===== config.mk =====
export PLATFORM = sky130hd
export DESIGN_NAME = keypad_scan_ctrl
export DESIGN_NICKNAME = d
export VERILOG_FILES = /design/src/rtl/keypad_pkg.sv /design/src/rtl/keypad_scan_ctrl_row_sampler.sv /design/src/rtl/keypad_scan_ctrl.sv
export SDC_FILE = /design/constraint.sdc
export NUM_CORES = 1
export LEC_CHECK = 0
export ABC_AREA = 1
export CORE_AREA = 3 3 79 81
export CTS_CLUSTER_SIZE = 28
export DETAILED_ROUTE_END_ITERATION = 12
export DIE_AREA = 0 0 82 84
export GPL_ROUTABILITY_DRIVEN = 1
export GPL_TIMING_DRIVEN = 0
export PLACE_DENSITY = 0.81
export SLEW_MARGIN = 15
export SYNTH_ARGS = -nofsm -noshare
export SYNTH_HDL_FRONTEND = slang
export SYNTH_SLANG_ARGS = --single-unit
export TNS_END_PERCENT = 100

===== constraint.sdc =====
create_clock -name clk -period 5.2 [get_ports clk]
set_input_delay 1.04 -clock clk [delete_from_list [all_inputs] [get_ports clk]]
set_output_delay 1.04 -clock clk [all_outputs]
set_load 0.05 [all_outputs]

===== src/rtl/keypad_pkg.sv =====
// keypad_pkg: shared state type, key code type, keypad geometry and the row priority helper
// used by the keypad scanner.
package keypad_pkg;
   localparam int NUM_COLS = 4;
   localparam int NUM_ROWS = 4;
   typedef enum logic [2:0] {IDLE, SETTLE, SAMPLE, COMMIT, EMIT} scan_state_t;
   typedef logic [3:0] key_code_t;
   // Index of the lowest set row; callers only pass non-zero vectors.
   function automatic logic [1:0] lowest_row(input logic [NUM_ROWS-1:0] v);
      return v[0] ? 2'd0 : v[1] ? 2'd1 : v[2] ? 2'd2 : {v[3], v[3]};
   endfunction
endpackage


===== src/rtl/keypad_scan_ctrl_row_sampler.sv =====
// row_sampler: 2-FF synchronizer for the raw row lines plus per-window reference capture
// and stability compare.
module row_sampler
   import keypad_pkg::*;
(
   input  logic                clk,
   input  logic                rst,
   input  logic [NUM_ROWS-1:0] row_in,
   input  logic                start,
   input  logic                sample_en,
   output logic [NUM_ROWS-1:0] row_sync,
   output logic [NUM_ROWS-1:0] row_ref,
   output logic                stable
);
   logic [NUM_ROWS-1:0] meta_q, sync_q, ref_q;
   logic                stable_q;
   always_ff @(posedge clk or posedge rst) begin
      if (rst) begin
         meta_q   <= '0;
         sync_q   <= '0;
         ref_q    <= '0;
         stable_q <= 1'b0;
      end else begin
         meta_q <= row_in;
         sync_q <= meta_q;
         if (start) begin
            ref_q    <= sync_q;
            stable_q <= 1'b1;
         end else if (sample_en && sync_q != ref_q) begin
            stable_q <= 1'b0;
         end
      end
   end
   assign row_sync = sync_q;
   assign row_ref  = ref_q;
   assign stable   = stable_q;
endmodule


===== src/rtl/keypad_scan_ctrl.sv =====
// keypad_scan_ctrl: 4x4 keypad column scanner with per-column debounce, held-key map and a
// key-event FIFO on valid/ready. Define KEYPAD_RELEASE_EVENT_EN to also emit release events.
module keypad_scan_ctrl
   import keypad_pkg::*;
#(
   parameter int SETTLE_CYCLES = 2,
   parameter int DWELL_CYCLES  = 8,
   parameter int FIFO_DEPTH    = 4
) (
   input  logic                         clk,
   input  logic                         rst,
   input  logic [NUM_ROWS-1:0]          row_in,
   output logic [NUM_COLS-1:0]          col_out,
   output logic                         key_valid,
   output key_code_t                    key_code,
   input  logic                         key_ready,
`ifdef KEYPAD_RELEASE_EVENT_EN
   output logic                         key_release,
`endif
   output logic [NUM_COLS*NUM_ROWS-1:0] pressed_map,
   output logic                         overflow
);
   localparam int CW = $clog2((SETTLE_CYCLES > DWELL_CYCLES ? SETTLE_CYCLES : DWELL_CYCLES) + 1);
   localparam int AW = $clog2(FIFO_DEPTH);
`ifdef KEYPAD_RELEASE_EVENT_EN
   localparam int EW = 5;
`else
   localparam int EW = 4;
`endif

   scan_state_t                  state_q, state_d;
   logic [1:0]                   col_q, col_d;
   logic [CW-1:0]                cnt_q, cnt_d;
   logic [NUM_ROWS-1:0]          pend_q, pend_d;
`ifdef KEYPAD_RELEASE_EVENT_EN
   logic [NUM_ROWS-1:0]          rel_q, rel_d;
`endif
   logic [NUM_COLS*NUM_ROWS-1:0] map_q, map_d;
   logic [NUM_ROWS-1:0]          col_map, row_ref, unused_row_sync;
   logic                         stable, start, sample_en, settle_done, dwell_done, done;
   logic                         push, push_ok, pop, full;
   logic [EW-1:0]                push_data, head;
   logic [EW-1:0]                mem_q [FIFO_DEPTH];
   logic [AW-1:0]                rd_q, wr_q;
   logic [AW:0]                  count_q;
   logic                         ovf_q;

   row_sampler u_sampler (
      .clk       (clk),
      .rst       (rst),
      .row_in    (row_in),
      .start     (start),
      .sample_en (sample_en),
      .row_sync  (unused_row_sync),
      .row_ref   (row_ref),
      .stable    (stable)
   );

   assign settle_done = cnt_q == CW'(SETTLE_CYCLES - 1);
   assign dwell_done  = cnt_q == CW'(DWELL_CYCLES - 1);
   assign start       = state_q == SAMPLE && cnt_q == '0;
   assign sample_en   = state_q == SAMPLE && cnt_q != '0;
   assign col_map     = map_q[{col_q, 2'b00} +: NUM_ROWS];
   assign col_out     = (state_q == IDLE) ? '0 : 4'b0001 << col_q;

   always_comb begin
      state_d   = state_q;
      col_d     = col_q;
      cnt_d     = cnt_q;
      pend_d    = pend_q;
      map_d     = map_q;
      push      = 1'b0;
      push_data = '0;
`ifdef KEYPAD_RELEASE_EVENT_EN
      rel_d     = rel_q;
`endif
      case (state_q)
         IDLE: begin
            state_d = SETTLE;
            col_d   = '0;
            cnt_d   = '0;
         end
         SETTLE: begin
            state_d = settle_done ? SAMPLE : SETTLE;
            cnt_d   = settle_done ? '0 : cnt_q + 1'b1;
         end
         SAMPLE: begin
            state_d = dwell_done ? COMMIT : SAMPLE;
            cnt_d   = dwell_done ? '0 : cnt_q + 1'b1;
         end
         COMMIT: begin
            state_d = EMIT;
            pend_d  = stable ? row_ref & ~col_map : '0;
`ifdef KEYPAD_RELEASE_EVENT_EN
            rel_d   = stable ? ~row_ref & col_map : '0;
`endif
            if (stable) map_d[{col_q, 2'b00} +: NUM_ROWS] = row_ref;
         end
         EMIT: begin
            push = 1'b1;
`ifdef KEYPAD_RELEASE_EVENT_EN
            // Presses drain before releases, each lowest row first.
            push_data = (pend_q != '0) ? {1'b0, col_q, lowest_row(pend_q)}
                                       : {1'b1, col_q, lowest_row(rel_q)};
            rel_d     = (pend_q != '0) ? rel_q : rel_q & (rel_q - 1'b1);
`else
            push_data = {col_q, lowest_row(pend_q)};
`endif
            pend_d    = pend_q & (pend_q - 1'b1);
         end
         default: state_d = IDLE;
      endcase
`ifdef KEYPAD_RELEASE_EVENT_EN
      done = (pend_d | rel_d) == '0;
`else
      done = pend_d == '0;
`endif
      if ((state_q == COMMIT || state_q == EMIT) && done) begin
         state_d = SETTLE;
         col_d   = col_q + 2'd1;
      end
   end

   always_ff @(posedge clk or posedge rst) begin
      if (rst) begin
         state_q <= IDLE;
         col_q   <= '0;
         cnt_q   <= '0;
         pend_q  <= '0;
`ifdef KEYPAD_RELEASE_EVENT_EN
         rel_q   <= '0;
`endif
         map_q   <= '0;
      end else begin
         state_q <= state_d;
         col_q   <= col_d;
         cnt_q   <= cnt_d;
         pend_q  <= pend_d;
`ifdef KEYPAD_RELEASE_EVENT_EN
         rel_q   <= rel_d;
`endif
         map_q   <= map_d;
      end
   end

   // A full FIFO still takes a push when the head leaves in the same cycle.
   assign full      = count_q == (AW+1)'(FIFO_DEPTH);
   assign key_valid = count_q != '0;
   assign pop       = key_valid & key_ready;
   assign push_ok   = push & (~full | pop);

   always_ff @(posedge clk or posedge rst) begin
      if (rst) begin
         rd_q    <= '0;
         wr_q    <= '0;
         count_q <= '0;
         ovf_q   <= 1'b0;
         for (int i = 0; i < FIFO_DEPTH; i++) mem_q[i] <= '0;
      end else begin
         if (push_ok) begin
            mem_q[wr_q] <= push_data;
            wr_q        <= wr_q + 1'b1;
         end
         if (pop) rd_q <= rd_q + 1'b1;
         count_q <= count_q + (AW+1)'(push_ok) - (AW+1)'(pop);
         if (push & full & ~pop) ovf_q <= 1'b1;
      end
   end

   assign head        = mem_q[rd_q];
   assign key_code    = head[3:0];
`ifdef KEYPAD_RELEASE_EVENT_EN
   assign key_release = head[4];
`endif
   assign pressed_map = map_q;
   assign overflow    = ovf_q;
endmodule


==> out/metrics.cfg <==
[run_status]
outcome = complete, no violations

[placement]
globalplace.congestion = 0.8533
placement.io_buffers = 32
half_perimeter_wire_length_of_the_detailed_placement_result_mm = 4.898

[logic_synthesis]
post_synth_num_cell_types = 30
yosysTopAreaCell = sky130_fd_sc_hd__dfrtp_1
syn-num-nets = 391
synth.cell_area_mm2 = 0.003318
synth-edff-count = 0
synth_top_cell_area_share = 0.4977
postSynthRegisterBits = 66
synth_sequential_area_ratio = 0.4977
ys.flop_type = sky130_fd_sc_hd__dfrtp_1
synth_area_per_cell_um2 = 9.041
synth_most_common_cell = sky130_fd_sc_hd__nand2_1
yosys-top-cells-area = sky130_fd_sc_hd__dfrtp_1, sky130_fd_sc_hd__nand2_1, sky130_fd_sc_hd__ha_1, sky130_fd_sc_hd__inv_1, sky130_fd_sc_hd__nor2_1
yosys_warnings = 0
synthCells = 367
postSynth.asyncResetShare = 1.000
synth_common_cells = sky130_fd_sc_hd__nand2_1, sky130_fd_sc_hd__dfrtp_1, sky130_fd_sc_hd__inv_1

[grt]
grt_first_pass_wirelength_mm = 11.68
total_routing_usage_gr = 0.2193
global_route.overflow_total = 0
maximum_number_of_pins_on_one_net_before_global_route_repair = 47
number_of_global_route_vias_before_repair = 2659
antenna_violations_before_repair = 0

[die]
row_count = 27
die_h_um = 84
boundaryPins = 33
core_region_area_mm2 = 0.005540
design.die.area_mm2 = 0.006888
start_util = 0.5989
die_width_um = 82

[critical_path]
timing.critical_path.slowest_cell_delay_ns = 0.80
critical-path-slowest-cell = sky130_fd_sc_hd__clkdlybuf4s50_1
critical-path-top-cell-by-count = sky130_fd_sc_hd__buf_6
crit_start_category = flop
path_max_fanout = 13
crit_arrival_ns = 2.31
cp_data_required_time_ns = 4.16
setup.worst_path.end_class = output pin
critical_path_class = flop to output pin
crit_chain = buf_6 > inv_6 > buf_6 > ha_1 > inv_1 > nor2_1 > clkdlybuf4s50_1

[finish]
finish.net_count = 435
insertedDiodeCount = 0
final_core_util = 0.7238
final_layout_size_suffix_gt1_frac = 0.1082
num-fill-cells = 439
area_growth_syn_to_layout_pct = 20.85

[timing]
hold-worst-slack_ns = 0.3500
worst_slew_pin_slew_ns = 0.5496
hold_viol = 0
fin_crit_ns = 3.353
setup_tns_ns = 0
min_period_over_period = 0.6447
highest_clock_rate_mhz = 298.3
finalMaxSlewViolations = 0
final-setup-viol-count = 0
timing.clock.skew_ns = 0.009480
grt_setup_unrepaired = no
maxSlewHeadroom = 0.6308

[clock_network]
tritoncts = yes
cts_sinks = 66
insertion_delay_ns = 0.35
worst_setup_hold_path_clk_slew_ns = 0.08
post_cts.repair.setup_buffers = 0
cts.hold.buffers_added = 0
htreeDepth = 3
numCtsBuffers = 9
cts.repair.resized = 0
clock_path_buffers = 2
clock_tree.root_cell = sky130_fd_sc_hd__clkbuf_8

[routing]
dr.pass1.iters = 4
drt-total-wl_mm = 6.661
drt_iter0_drc = 125
drc = 0
wl_per_cell_um = 13.65
antenna_violating_nets_post_route = 0
via_count = 2581
vias_per_cell = 5.289

[pwr]
power_density_mw_per_mm2 = 347.2
power_leakage_nw = 1.970
ir_drop_uv = 267.6

[hold_path]
hp-class = flop to flop

[run]
cap_viol_max_count = 0

layout by cell type, fill, tap and decap left out, types with 3 or more instances in the layout:
cell                              instances
sky130_fd_sc_hd__buf_6                    3
sky130_fd_sc_hd__o21ai_1                  4
sky130_fd_sc_hd__nor2_1                  39
sky130_fd_sc_hd__ha_1                    16
sky130_fd_sc_hd__xor2_1                   5
sky130_fd_sc_hd__xnor2_1                  5
sky130_fd_sc_hd__clkdlybuf4s50_1         32
sky130_fd_sc_hd__nand2_2                  3
sky130_fd_sc_hd__bufinv_16                3
sky130_fd_sc_hd__nand4_1                  3
sky130_fd_sc_hd__nand2_1                 67
sky130_fd_sc_hd__clkbuf_8                10
sky130_fd_sc_hd__a21oi_1                 13
sky130_fd_sc_hd__dfrtp_1                 66
sky130_fd_sc_hd__nand3_1                 29
sky130_fd_sc_hd__o21a_1                   8
sky130_fd_sc_hd__a32o_1                   3
sky130_fd_sc_hd__o22ai_1                  4
sky130_fd_sc_hd__inv_1                   46
sky130_fd_sc_hd__mux2_2                   8
sky130_fd_sc_hd__nor2_4                   6
sky130_fd_sc_hd__o21ai_0                 24
cell type report:
class	instances	area [um2]	area share
multi-input combinational	245	1428	0.3560
timing repair buffer	33	347.8	0.08674
tap	72	90.09	0.02246
sequential	66	1652	0.4119
inverter	51	200.2	0.04992
buffer	5	41.29	0.01030
clock inverter	6	113.9	0.02839
clock buffer	10	137.6	0.03432
report_power, final:
group / total [mW] / internal (mW) / leakage, nW / switching, mW
clock: 0.534 / 0.332 / 0.119 / 0.202
sequential: 0.562 / 0.540 / 0.862 / 0.0218
combinational: 0.296 / 0.105 / 0.989 / 0.191
sequential cells by signal, summed over array words and instances (netlist names):
| register | count |
|---|---|
| u_sampler.meta_q | 4 |
| pressed_map | 16 |
| u_sampler.row_sync | 4 |
| mem_q | 16 |
| u_sampler.row_ref | 4 |
| count_q | 3 |
| pend_q | 4 |
| col_q | 2 |
| wr_q | 2 |
| rd_q | 2 |
| state_q | 3 |
| u_sampler.stable | 1 |
| overflow | 1 |
| cnt_q | 4 |
logic make-up after synthesis:
group	count (synthesis)	share of synthesized area
DFF	66	0.4977
muxes	8	0.02715
adders and majority gates	17	0.06636
buffers and inverters	56	0.07202
and+or+nand+nor	151	0.2070
AOI/OAI and AO/OA	59	0.1033
xor gates and xnor gates	10	0.02639
layer usage:
layer / track usage / vias up / wire length, um
li1: - / 1276 / -
met1: 0.2718 / 1233 / 2958
met2: 0.3630 / 57 / 3341
met3: 0.05940 / 15 / 254
met4: 0.07553 / 0 / 107
met5: 0 / - / 0
per-stage QoR:
step | cells | instance area, um2 | power, mW | worst slack [ns]
finish | 488 | 4010 | 1.392 | 1.847
global route | 488 | 4010 | 1.451 | 1.723
CTS | 488 | 4010 | 1.401 | 1.820
detailed placement | 472 | 3759 | 0.8707 | 2.202
global placement | 471 | 3729 | 0.8581 | 1.439
floorplan | 367 | 3318 | 0.7817 | 2.505
final timing paths:
kind / from / to / slack [ns] / cells past startpoint
worst max-delay path: col_q[0]$_DFFE_PP0P_ / col_out[0] / 1.85 / 7
worst min-delay path: u_sampler.meta_q[3]$_DFF_PP0_ / u_sampler.row_sync[3]$_DFF_PP0_ / 0.35 / 0
worst max register to register: col_q[0]$_DFFE_PP0P_ / pressed_map[0]$_DFFE_PP0P_ / 3.23 / 7
max in group asynchronous: rst / pressed_map[6]$_DFFE_PP0P_ / 3.70 / 3
min in group asynchronous: rst / mem_q[10]$_DFFE_PP0P_ / 1.00 / 2
worst min register to register: u_sampler.meta_q[3]$_DFF_PP0_ / u_sampler.row_sync[3]$_DFF_PP0_ / 0.35 / 0
critical path: cells and delay by family (launching register included):
family	cells	cell delay [ns]
AND/OR/NAND/NOR	1	0.10
buffers and inverters	5	1.24
adder cells (fa/ha/maj)	1	0.19
flip-flops	1	0.44
(Power assumes the default switching activity.)
